<file path="src/rtl/alu_ctrl_pkg.sv">
// Shared constants for the EX-stage ALU control and multi-cycle multiplier.
// ALU control codes, ALUOp classes, decode patterns and FSM states.
package alu_ctrl_pkg;

    localparam logic [2:0] ALUCTRL_ADD  = 3'b000;
    localparam logic [2:0] ALUCTRL_SUB  = 3'b001;
    localparam logic [2:0] ALUCTRL_AND  = 3'b010;
    localparam logic [2:0] ALUCTRL_XOR  = 3'b011;
    localparam logic [2:0] ALUCTRL_MUL  = 3'b100;
    localparam logic [2:0] ALUCTRL_SLL  = 3'b101;
    localparam logic [2:0] ALUCTRL_SRA  = 3'b110;
    localparam logic [2:0] ALUCTRL_LDST = 3'b111;

    localparam logic [1:0] ALUOP_R  = 2'b00;
    localparam logic [1:0] ALUOP_I  = 2'b01;
    localparam logic [1:0] ALUOP_S  = 2'b10;
    localparam logic [1:0] ALUOP_SB = 2'b11;

    localparam logic [9:0] F10_ADD = 10'b0000000_000;
    localparam logic [9:0] F10_SUB = 10'b0100000_000;
    localparam logic [9:0] F10_AND = 10'b0000000_111;
    localparam logic [9:0] F10_XOR = 10'b0000000_100;
    localparam logic [9:0] F10_MUL = 10'b0000001_000;
    localparam logic [9:0] F10_SLL = 10'b0000000_001;

    localparam logic [2:0] F3_ADDI = 3'b000;
    localparam logic [2:0] F3_SRAI = 3'b101;
    localparam logic [2:0] F3_LW   = 3'b010;
    localparam logic [2:0] F3_SW   = 3'b010;
    localparam logic [2:0] F3_BEQ  = 3'b000;

    typedef enum logic [1:0] {
        ST_IDLE,
        ST_BUSY,
        ST_DONE
    } state_e;

endpackage

</file>
<file path="src/rtl/alu_ctrl_mc_mul_iter.sv">
// Iterative shift-add multiplier datapath, BPC multiplier bits per step.
// Produces the low XLEN bits of the product; start/step come from the FSM.
module alu_ctrl_mc_mul_iter
    import alu_ctrl_pkg::*;
#(
    parameter int XLEN       = 32,
    parameter int BPC        = 1,
    parameter int EARLY_TERM = 1
) (
    input  logic            clk_i,
    input  logic            rst_i,
    input  logic            i_start,
    input  logic            i_step,
    input  logic [XLEN-1:0] i_mcand,
    input  logic [XLEN-1:0] i_mplier,
    output logic            o_last,
    output logic [XLEN-1:0] o_result
);

    localparam int NITER = XLEN / BPC;
    localparam int CNT_W = (NITER > 1) ? $clog2(NITER) : 1;

    logic [XLEN-1:0]  r_acc;
    logic [XLEN-1:0]  r_mcand;
    logic [XLEN-1:0]  r_mplier;
    logic [CNT_W-1:0] r_cnt;
    logic [XLEN-1:0]  r_result;

    logic [XLEN-1:0]  w_partial;
    logic [XLEN-1:0]  w_acc_nxt;
    logic [XLEN-1:0]  w_mplier_nxt;
    logic [XLEN-1:0]  w_mcand_nxt;

    // Chunk product mcand * mplier[BPC-1:0] as a small shift-add tree.
    always_comb begin
        w_partial = '0;
        for (int b = 0; b < BPC; b++) begin
            if (r_mplier[b]) begin
                w_partial = w_partial + (r_mcand << b);
            end
        end
    end

    assign w_acc_nxt    = r_acc + w_partial;
    assign w_mplier_nxt = r_mplier >> BPC;
    assign w_mcand_nxt  = r_mcand << BPC;

    assign o_last = (r_cnt == CNT_W'(NITER - 1)) |
                    ((EARLY_TERM != 0) & (w_mplier_nxt == '0));

    always_ff @(posedge clk_i or negedge rst_i) begin
        if (!rst_i) begin
            r_acc    <= '0;
            r_mcand  <= '0;
            r_mplier <= '0;
            r_cnt    <= '0;
            r_result <= '0;
        end else if (i_start) begin
            r_acc    <= '0;
            r_mcand  <= i_mcand;
            r_mplier <= i_mplier;
            r_cnt    <= '0;
        end else if (i_step) begin
            r_acc    <= w_acc_nxt;
            r_mcand  <= w_mcand_nxt;
            r_mplier <= w_mplier_nxt;
            r_cnt    <= r_cnt + CNT_W'(1);
            if (o_last) begin
                r_result <= w_acc_nxt;
            end
        end
    end

    assign o_result = r_result;

endmodule

</file>
<file path="src/rtl/alu_ctrl_mc.sv">
// EX-stage ALU control decode plus the multi-cycle MUL sequencer FSM.
// Stalls IF/ID/EX while a MUL iterates; product bypasses the ALU.
module alu_ctrl_mc
    import alu_ctrl_pkg::*;
#(
    parameter int XLEN       = 32,
    parameter int BPC        = 1,
    parameter int EARLY_TERM = 1
) (
    input  logic            clk_i,
    input  logic            rst_i,
    input  logic            valid_i,
    input  logic [9:0]      funct_i,
    input  logic [1:0]      ALUOp_i,
    input  logic [XLEN-1:0] rs1_data_i,
    input  logic [XLEN-1:0] rs2_data_i,
    input  logic            flush_i,
    output logic [2:0]      ALUCtrl_o,
    output logic            illegal_o,
    output logic            stall_o,
    output logic            mul_valid_o,
    output logic [XLEN-1:0] mul_result_o
);

    state_e     r_state;
    state_e     w_next;
    logic [2:0] w_ctrl;
    logic       w_legal;
    logic       w_is_mul;
    logic       w_accept;
    logic       w_step;
    logic       w_last;

    always_comb begin
        w_ctrl  = ALUCTRL_ADD;
        w_legal = 1'b0;
        unique case (1'b1)
            (ALUOp_i == ALUOP_R): begin
                w_legal = 1'b1;
                case (funct_i)
                    F10_ADD: w_ctrl = ALUCTRL_ADD;
                    F10_SUB: w_ctrl = ALUCTRL_SUB;
                    F10_AND: w_ctrl = ALUCTRL_AND;
                    F10_XOR: w_ctrl = ALUCTRL_XOR;
                    F10_MUL: w_ctrl = ALUCTRL_MUL;
                    F10_SLL: w_ctrl = ALUCTRL_SLL;
                    default: w_legal = 1'b0;
                endcase
            end
            (ALUOp_i == ALUOP_I): begin
                w_legal = 1'b1;
                case (funct_i[2:0])
                    F3_ADDI: w_ctrl = ALUCTRL_ADD;
                    F3_SRAI: w_ctrl = ALUCTRL_SRA;
                    F3_LW:   w_ctrl = ALUCTRL_LDST;
                    default: w_legal = 1'b0;
                endcase
            end
            (ALUOp_i == ALUOP_S): begin
                if (funct_i[2:0] == F3_SW) begin
                    w_ctrl  = ALUCTRL_LDST;
                    w_legal = 1'b1;
                end
            end
            (ALUOp_i == ALUOP_SB): begin
                if (funct_i[2:0] == F3_BEQ) begin
                    w_ctrl  = ALUCTRL_SUB;
                    w_legal = 1'b1;
                end
            end
            default: ;
        endcase
    end

    assign ALUCtrl_o = w_ctrl;
    assign illegal_o = valid_i & ~w_legal;

    assign w_is_mul = valid_i & (ALUOp_i == ALUOP_R) & (funct_i == F10_MUL);
    // DONE deliberately ignores is_mul so the held MUL does not restart.
    assign w_accept = (r_state == ST_IDLE) & w_is_mul & ~flush_i;
    assign w_step   = (r_state == ST_BUSY) & ~flush_i;

    always_comb begin
        w_next = r_state;
        unique case (r_state)
            ST_IDLE: if (w_accept) w_next = ST_BUSY;
            ST_BUSY: if (w_last) w_next = ST_DONE;
            ST_DONE: w_next = ST_IDLE;
            default: w_next = ST_IDLE;
        endcase
        if (flush_i) begin
            w_next = ST_IDLE;
        end
    end

    always_ff @(posedge clk_i or negedge rst_i) begin
        if (!rst_i) begin
            r_state <= ST_IDLE;
        end else begin
            r_state <= w_next;
        end
    end

    assign stall_o     = rst_i & (w_accept | (r_state == ST_BUSY));
    assign mul_valid_o = (r_state == ST_DONE) & ~flush_i;

    alu_ctrl_mc_mul_iter #(
        .XLEN       (XLEN),
        .BPC        (BPC),
        .EARLY_TERM (EARLY_TERM)
    ) u_mul_iter (
        .clk_i    (clk_i),
        .rst_i    (rst_i),
        .i_start  (w_accept),
        .i_step   (w_step),
        .i_mcand  (rs1_data_i),
        .i_mplier (rs2_data_i),
        .o_last   (w_last),
        .o_result (mul_result_o)
    );

endmodule

</file>
<file path="config.mk">
export PLATFORM = sky130hd
export DESIGN_NAME = alu_ctrl_mc
export DESIGN_NICKNAME = d
export VERILOG_FILES = /design/src/rtl/alu_ctrl_pkg.sv /design/src/rtl/alu_ctrl_mc_mul_iter.sv /design/src/rtl/alu_ctrl_mc.sv
export SDC_FILE = /design/constraint.sdc
export NUM_CORES = 1
export LEC_CHECK = 0
export CORE_ASPECT_RATIO = 1.4
export CORE_MARGIN = 2
export CORE_UTILIZATION = 49
export CTS_CLUSTER_DIAMETER = 120
export DETAILED_ROUTE_END_ITERATION = 12
export PLACE_DENSITY = 0.74
export SYNTH_ARGS = -nofsm -noshare
export SYNTH_HDL_FRONTEND = slang
export SYNTH_SLANG_ARGS = --single-unit
</file>
<file path="constraint.sdc">
create_clock -name clk_i -period 5.1 [get_ports clk_i]
set_input_delay 1.02 -clock clk_i [delete_from_list [all_inputs] [get_ports clk_i]]
set_output_delay 1.02 -clock clk_i [all_outputs]
set_load 0.02 [all_outputs]
</file>
==> results of run 1 <==
cells in the final DEF, fill, tap and decap left out, drive strengths merged, types with 33 or more instances in the layout:
master	count
o21ai	54
dfrtp	135
and2	34
nor2	36
ha	33
a21oi	37
clkdlybuf4s50	116
nand2	217
a22oi	60
critical path, cell delays in order:
cell	delay, ns
clkdlybuf4s50_1	0.58
or3_1	0.43
a21oi_1	0.15
a41oi_1	0.08
o31ai_1	0.22
o21ai_0	0.09
and2_1	0.18
clkdlybuf4s50_1	0.53
per-layer routing:
| layer | track usage (%) | share of wire [%] | vias to the layer above |
|---|---|---|---|
| met4 | 8.228 | 1.6 | 0 |
| li1 | - | - | 3245 |
| met5 | 0 | 0 | - |
| met3 | 3.507 | 4.3 | 32 |
| met1 | 30.71 | 44 | 3179 |
| met2 | 39.78 | 50 | 185 |
power groups by stage:
stage / sequential [mW] / combinational (mW) / clock (mW)
floorplan: 1.09 / 0.0210 / 0
global placement: 1.09 / 0.116 / 0
detailed placement: 1.09 / 0.117 / 0
CTS: 1.07 / 0.117 / 1.20
global route: 1.07 / 0.126 / 1.26
finish: 1.07 / 0.115 / 1.19
worst max-delay path by stage:
stage                     from        end  slack, ns  depth (start not counted)
floorplan           funct_i[0]    stall_o       1.46                          7
global placement    funct_i[2]  illegal_o       0.87                          8
detailed placement  funct_i[2]  illegal_o       0.83                          8
CTS                 funct_i[2]  illegal_o       0.83                          8
global route        funct_i[2]  illegal_o       0.68                          8
finish              funct_i[2]  illegal_o       0.80                          8
registers in the layout, indices dropped and copies added, names as in the netlist:
name and count:
u_mul_iter.r_cnt 5, u_mul_iter.r_mcand 32, r_state 2, u_mul_iter.o_result 32, u_mul_iter.r_mplier 32, u_mul_iter.r_acc 32
final cells by class:
type / count / area share [%]
Antenna cell: 1 / 0.02628
Clock buffer: 19 / 4.652
Clock inverter: 12 / 1.353
Inverter: 9 / 0.3548
Multi-Input combinational cell: 663 / 42.54
Sequential cell: 135 / 35.48
Tap cell: 196 / 2.576
Timing Repair Buffer: 126 / 13.02
cells by family after synthesis:
kind of cell	Yosys count	share of synthesized area, %
xor+xnor	35	4.015
buf+inv	59	2.983
compound gates	243	21.73
mux	14	2.131
flops	135	44.25
simple gates	337	19.22
fa+ha+maj	34	5.670
metrics by stage:
stage	worst slack [ns]	area, um^2	hold slack, ns
6_report	0.7977	9522	0.4546
5_1_grt	0.6810	9522	0.4568
4_1_cts	0.8271	9519	0.4468
3_5_place_dp	0.8321	8947	0.4619
3_3_place_gp	0.8657	8947	0.4608
2_1_floorplan	1.460	7635	0.4463
==> results.md, run 1 <==
- Hold_buf cts: 0
- Post-synth EDFFs: 0
- Setup CP Type: in2out
- Final setup viols: 0
- Reg2reg end: u_mul_iter.o_result[26]
- Tmin final: 4.302 ns
- Fillers: 1,364
- Post-Syn Area: 0.007635 mm^2
- Initial drt markers: 523
- Core area: 0.01540 mm^2
- Layout cell share with drive strength beyond 1: 6.639%
- Syn Inst Count: 857
- Clock skew: 0.007334 ns
- Largest net degree at the start of global routing: 83
- Top-count cell post-synth: nand2_1
- Sw Share: 21.41%
- Total number of vias: 6,641
- Status: finished, final reports clean
- Inst Count DP: 1,129
- Reg2reg start: u_mul_iter.r_mplier[0]
- Initial antenna violation count: 1
- Depth of the worst register-to-register path: 10
- Mapped Avg Cell Area: 8.909 um^2
- Fin cells: 1,161
- Vias in the first global route: 6,315
- Post-synthesis cell type count: 60
- Area grow syn2layout: 24.71%
- Max IR drop VDD: 0.2199 mV
- Worst skew pair latency: 0.41 ns
- I/O Buffers: 117
- Via-to-Cell Ratio: 5.720
- YS warnings: 0
- Clock power share: 49.9%
- Register area share after synthesis: 44.25%
- Final core occ: 61.81%
- P_int: 1.866 mW
- TritonCTS clock tree: done
- Overall Global Routing Usage: 23.56%
- Net count, final: 1,066
- Final period utilization: 84.36%
- Drt pass-1 iters: 5
- Comb pwr share: 4.8%
- Synth Flop Type: dfrtp_1
- Setup TNS: 0 ns
- CTS HTree Levels: 4
- Gpl congestion: 0.8661
- Total power: 2.374 mW
- Clock Sink Count: 135
- Slew @ Worst Pin: 0.9618 ns
- I/O pin count: 118
- Clock slew at reported path FFs: 0.06 ns
- Max Cap Viol: 0
- Die Span Y: 151.7 um
- Clock Path Buffers: 2
- CP endpoint kind: output pin
- Fmax achieved: 232.4 MHz
- Residual DRC: 0
- Final Hold Violating Endpoints: 0
- Startpoint types: input pin
- Max_slew headroom: 35.88%
- Leak: 4.427 nW
- Multi-input gate area: 0.004050 mm^2
- Top cell type's share of synthesized area: 44.25%
- Root buffer cell: clkbuf_16
- DRT Wirelength: 19.12 mm
- First-pass GRT wire length: 30.66 mm
- RSZ-0062 raised after global routing: no
- Largest cells by area after synthesis: dfrtp_1 (44%), nand2_1 (11%), a22oi_1 (5.9%)
- Crit Path Max Fanout: 10
- Post-CTS setup buffers: 0
- Remaining global-route overflow: 0
- Max-slew violation count: 0
- Die W: 109.5 um
- DP HPWL: 13.39 mm
- Storage element area: 0.003378 mm^2
- TritonCTS buffer count: 17
- Seq pwr share: 45.2%
- Worst EP arrival: 3.28 ns
- Initial Utilization: 49.56%
- Number of synthesized register bits: 135
- Die area: 0.01661 mm^2
- Ys async rst share: 100.0%
- Dominant cell type by area after synthesis: dfrtp_1
- Post-cts resize count: 0
- WL per Instance: 16.47 um
- Row cnt: 54
- Commonest cells in the netlist: nand2_1 (217), dfrtp_1 (135), a22oi_1 (60)
- Pwr per Cell Area: 249.3 mW/mm^2
- Class of the worst hold path: in2async
- Syn Nets: 971
- Psw: 0.5082 mW
- R2R Setup Slk: 1.30 ns
- Antenna Violating Nets Remaining: 0
- CP required: 4.08 ns
Power figures use the tool's default switching activity.
==> inputs of run 2 (changes only) <==
==> constraint.sdc (replaced) <==
create_clock -name clk_i -period 4.4 [get_ports clk_i]
set_input_delay 0.88 -clock clk_i [delete_from_list [all_inputs] [get_ports clk_i]]
set_output_delay 0.88 -clock clk_i [all_outputs]
set_load 0.02 [all_outputs]
==> run 2 against run 1 <==
Net effect:
- combinational power rose by 17%
- register-to-register slack worse by 0.33 ns
- worst setup slack got worse by 0.42 ns
- highest routed layer unchanged
==> results.md, run 2 (synthesis results as in run 1) <==
- Row cnt: 54 (unchanged)
- Setup CP Type: in2out
- I/O pin count: 118 (unchanged)
- CTS HTree Levels: 4 (unchanged)
- Antenna Violating Nets Remaining: 0 (unchanged)
- Critical path's top delay family: buffers and inverters
- Setup Slack @ Placement: 0.4214 ns (-0.4107 ns)
- Hold_buf cts: 0 (unchanged)
- Max Cap Viol: 0 (unchanged)
- Most frequent cells in the layout: nand2_1 (217), dfrtp_1 (135), clkdlybuf4s50_1 (116)
- Post-CTS setup buffers: 0 (unchanged)
- Leak: 4.485 nW (+1.3%)
- First-pass GRT wire length: 32.26 mm (+5.2%)
- Clock Path Buffers: 2 (unchanged)
- Total power: 2.965 mW (+25%)
- Initial antenna violation count: 0 (-1)
- Die W: 109.5 um (unchanged)
- CP endpoint kind: output pin
- Worst skew pair latency: 0.43 ns (+0.02 ns)
- Clock Sink Count: 135 (unchanged)
- TritonCTS clock tree: done
- Startpoint types: input pin
- DP HPWL: 13.73 mm (+2.6%)
- CP Buf/Inv Count: 2 (unchanged)
- Layout cell share with drive strength beyond 1: 6.929% (+0.29 points)
- Net count, final: 1,068 (+0.19%)
- Reg2reg start: u_mul_iter.r_mplier[0]
- Levels on crit path: 8 (unchanged)
- P_int: 2.330 mW (+25%)
- Crit-path max cell delay: 0.56 ns (-0.02 ns)
- Pwr per Cell Area: 307.3 mW/mm^2 (+23%)
- Worst EP arrival: 3.14 ns (-0.14 ns)
- WL per Instance: 16.93 um (+2.8%)
- Max IR drop VDD: 0.1742 mV (-21%)
- Diodes inserted: 0 (-1)
- Post-cts resize count: 0 (unchanged)
- Setup TNS: 0 ns (unchanged)
- Total number of vias: 6,651 (+0.15%)
- Core area: 0.01540 mm^2 (unchanged)
- Inst Count DP: 1,131 (+0.18%)
- Most common cell after layout, fill and taps aside: nand2_1
- Area grow syn2layout: 26.40%
- Largest net degree at the start of global routing: 83 (unchanged)
- Final setup viols: 0 (unchanged)
- Depth of the worst register-to-register path: 9 (-1)
- Gpl congestion: 0.8804 (+1.7%)
- Seq pwr share: 42.0% (-3.2 points)
- Initial drt markers: 521 (-0.38%)
- Die area: 0.01661 mm^2 (unchanged)
- Psw: 0.6353 mW (+25%)
- CP cell instances: clkdlybuf4s50_1 > or3_1 > a21oi_1 > a41oi_1 > o31ai_1 > o21ai_0 > and2_1 > clkdlybuf4s50_1
- Root buffer cell: clkbuf_16
- Design area: 0.009651 mm^2 (+1.4%)
- TritonCTS buffer count: 17 (unchanged)
- Worst-path cell with the longest stage delay: clkdlybuf4s50_1
- Status: finished, final reports clean
- Remaining global-route overflow: 0 (unchanged)
- Slew @ Worst Pin: 1.034 ns (+0.07177 ns)
- Reg2reg end: u_mul_iter.o_result[27]
- Crit path top cell by count: clkdlybuf4s50_1
- Tmin final: 4.021 ns
- Residual DRC: 0 (unchanged)
- CP required: 3.52 ns (-0.56 ns)
- Critical path destination: illegal_o
- Final period utilization: 91.38%
- Final Hold Violating Endpoints: 0 (unchanged)
- Via-to-Cell Ratio: 5.719 (about the same)
- Hold WS: 0.4767 ns (+0.02207 ns)
- Drt pass-1 iters: 5 (unchanged)
- Setup WS post-layout: 0.3793 ns (-0.4184 ns)
- CP startpoint: funct_i[2]
- Fillers: 1,326 (-2.8%)
- Max_slew headroom: 30.93% (-5.0 points)
- Area after DPL: 0.009000 mm^2 (+0.59%)
- Fin cells: 1,163 (+0.17%)
- Initial Utilization: 49.56% (unchanged)
- R2R Setup Slk: 0.97 ns (-0.33 ns)
- RSZ-0062 raised after global routing: no
- Crit Path Max Fanout: 10 (unchanged)
- Comb pwr share: 4.5% (-0.3 points)
- Overall Global Routing Usage: 24.77% (+1.2 points)
- Vias in the first global route: 6,445 (+2.1%)
- Fmax achieved: 248.7 MHz
- Clock skew: 0.01784 ns (+0.01051 ns)
- Die Span Y: 151.7 um (unchanged)
- Clock power share: 53.5% (+3.6 points)
- Final core occ: 62.65% (+0.84 points)
- Class of the worst hold path: reg2reg
- DRT Wirelength: 19.69 mm (+2.9%)
- Clock slew at reported path FFs: 0.06 ns (about the same)
- Max-slew violation count: 0 (unchanged)
- I/O Buffers: 117 (unchanged)
- Sw Share: 21.42% (about the same)
==> run 2: power by group through the flow <==
stage	logic (mW)	clock network [mW]	registers [mW]
6_report	0.135	1.59	1.24
5_1_grt	0.147	1.66	1.24
3_5_place_dp	0.136	0	1.27
3_3_place_gp	0.136	0	1.27
2_1_floorplan	0.0244	0	1.27
4_1_cts	0.137	1.60	1.24
==> run 2: cell type report <==
type	count	area, um^2	share of cell area, %
clock buffers	18	429.2	4.447
flip-flops and latches	135	3378	35.01
well taps	196	245.2	2.541
repair buffers	128	1292	13.39
clock inverters	14	221.5	2.295
multi-input cells	663	4050	41.97
inverters	9	33.78	0.3501
==> run 2: worst min path at each step <==
stage                                       from                     end  slack, ns  depth (start not counted)
after floorplan           u_mul_iter.r_mcand[31]  u_mul_iter.r_mcand[31]       0.45                          2
after detailed placement  u_mul_iter.o_result[1]  u_mul_iter.o_result[1]       0.47                          2
after global routing      u_mul_iter.o_result[1]  u_mul_iter.o_result[1]       0.50                          2
final                     u_mul_iter.o_result[4]  u_mul_iter.o_result[4]       0.48                          2
after CTS                 u_mul_iter.o_result[1]  u_mul_iter.o_result[1]       0.48                          2
after global placement    u_mul_iter.r_mcand[31]  u_mul_iter.r_mcand[31]       0.46                          2
==> run 2: per-layer routing <==
metal	track usage (%)	wire (um)	vias to the layer above
met5	0	0	-
met4	8.734	411	0
met3	3.636	793	26
met2	41.73	9834	174
met1	32.41	8647	3208
li1	-	-	3243
==> run 2: tightest hold or removal path, delay by kind of cell (launching register included) <==
family	cells	cell delay, ns
DFF	1	0.34
AOI/OAI and AO/OA	1	0.06
and+or+nand+nor	1	0.05
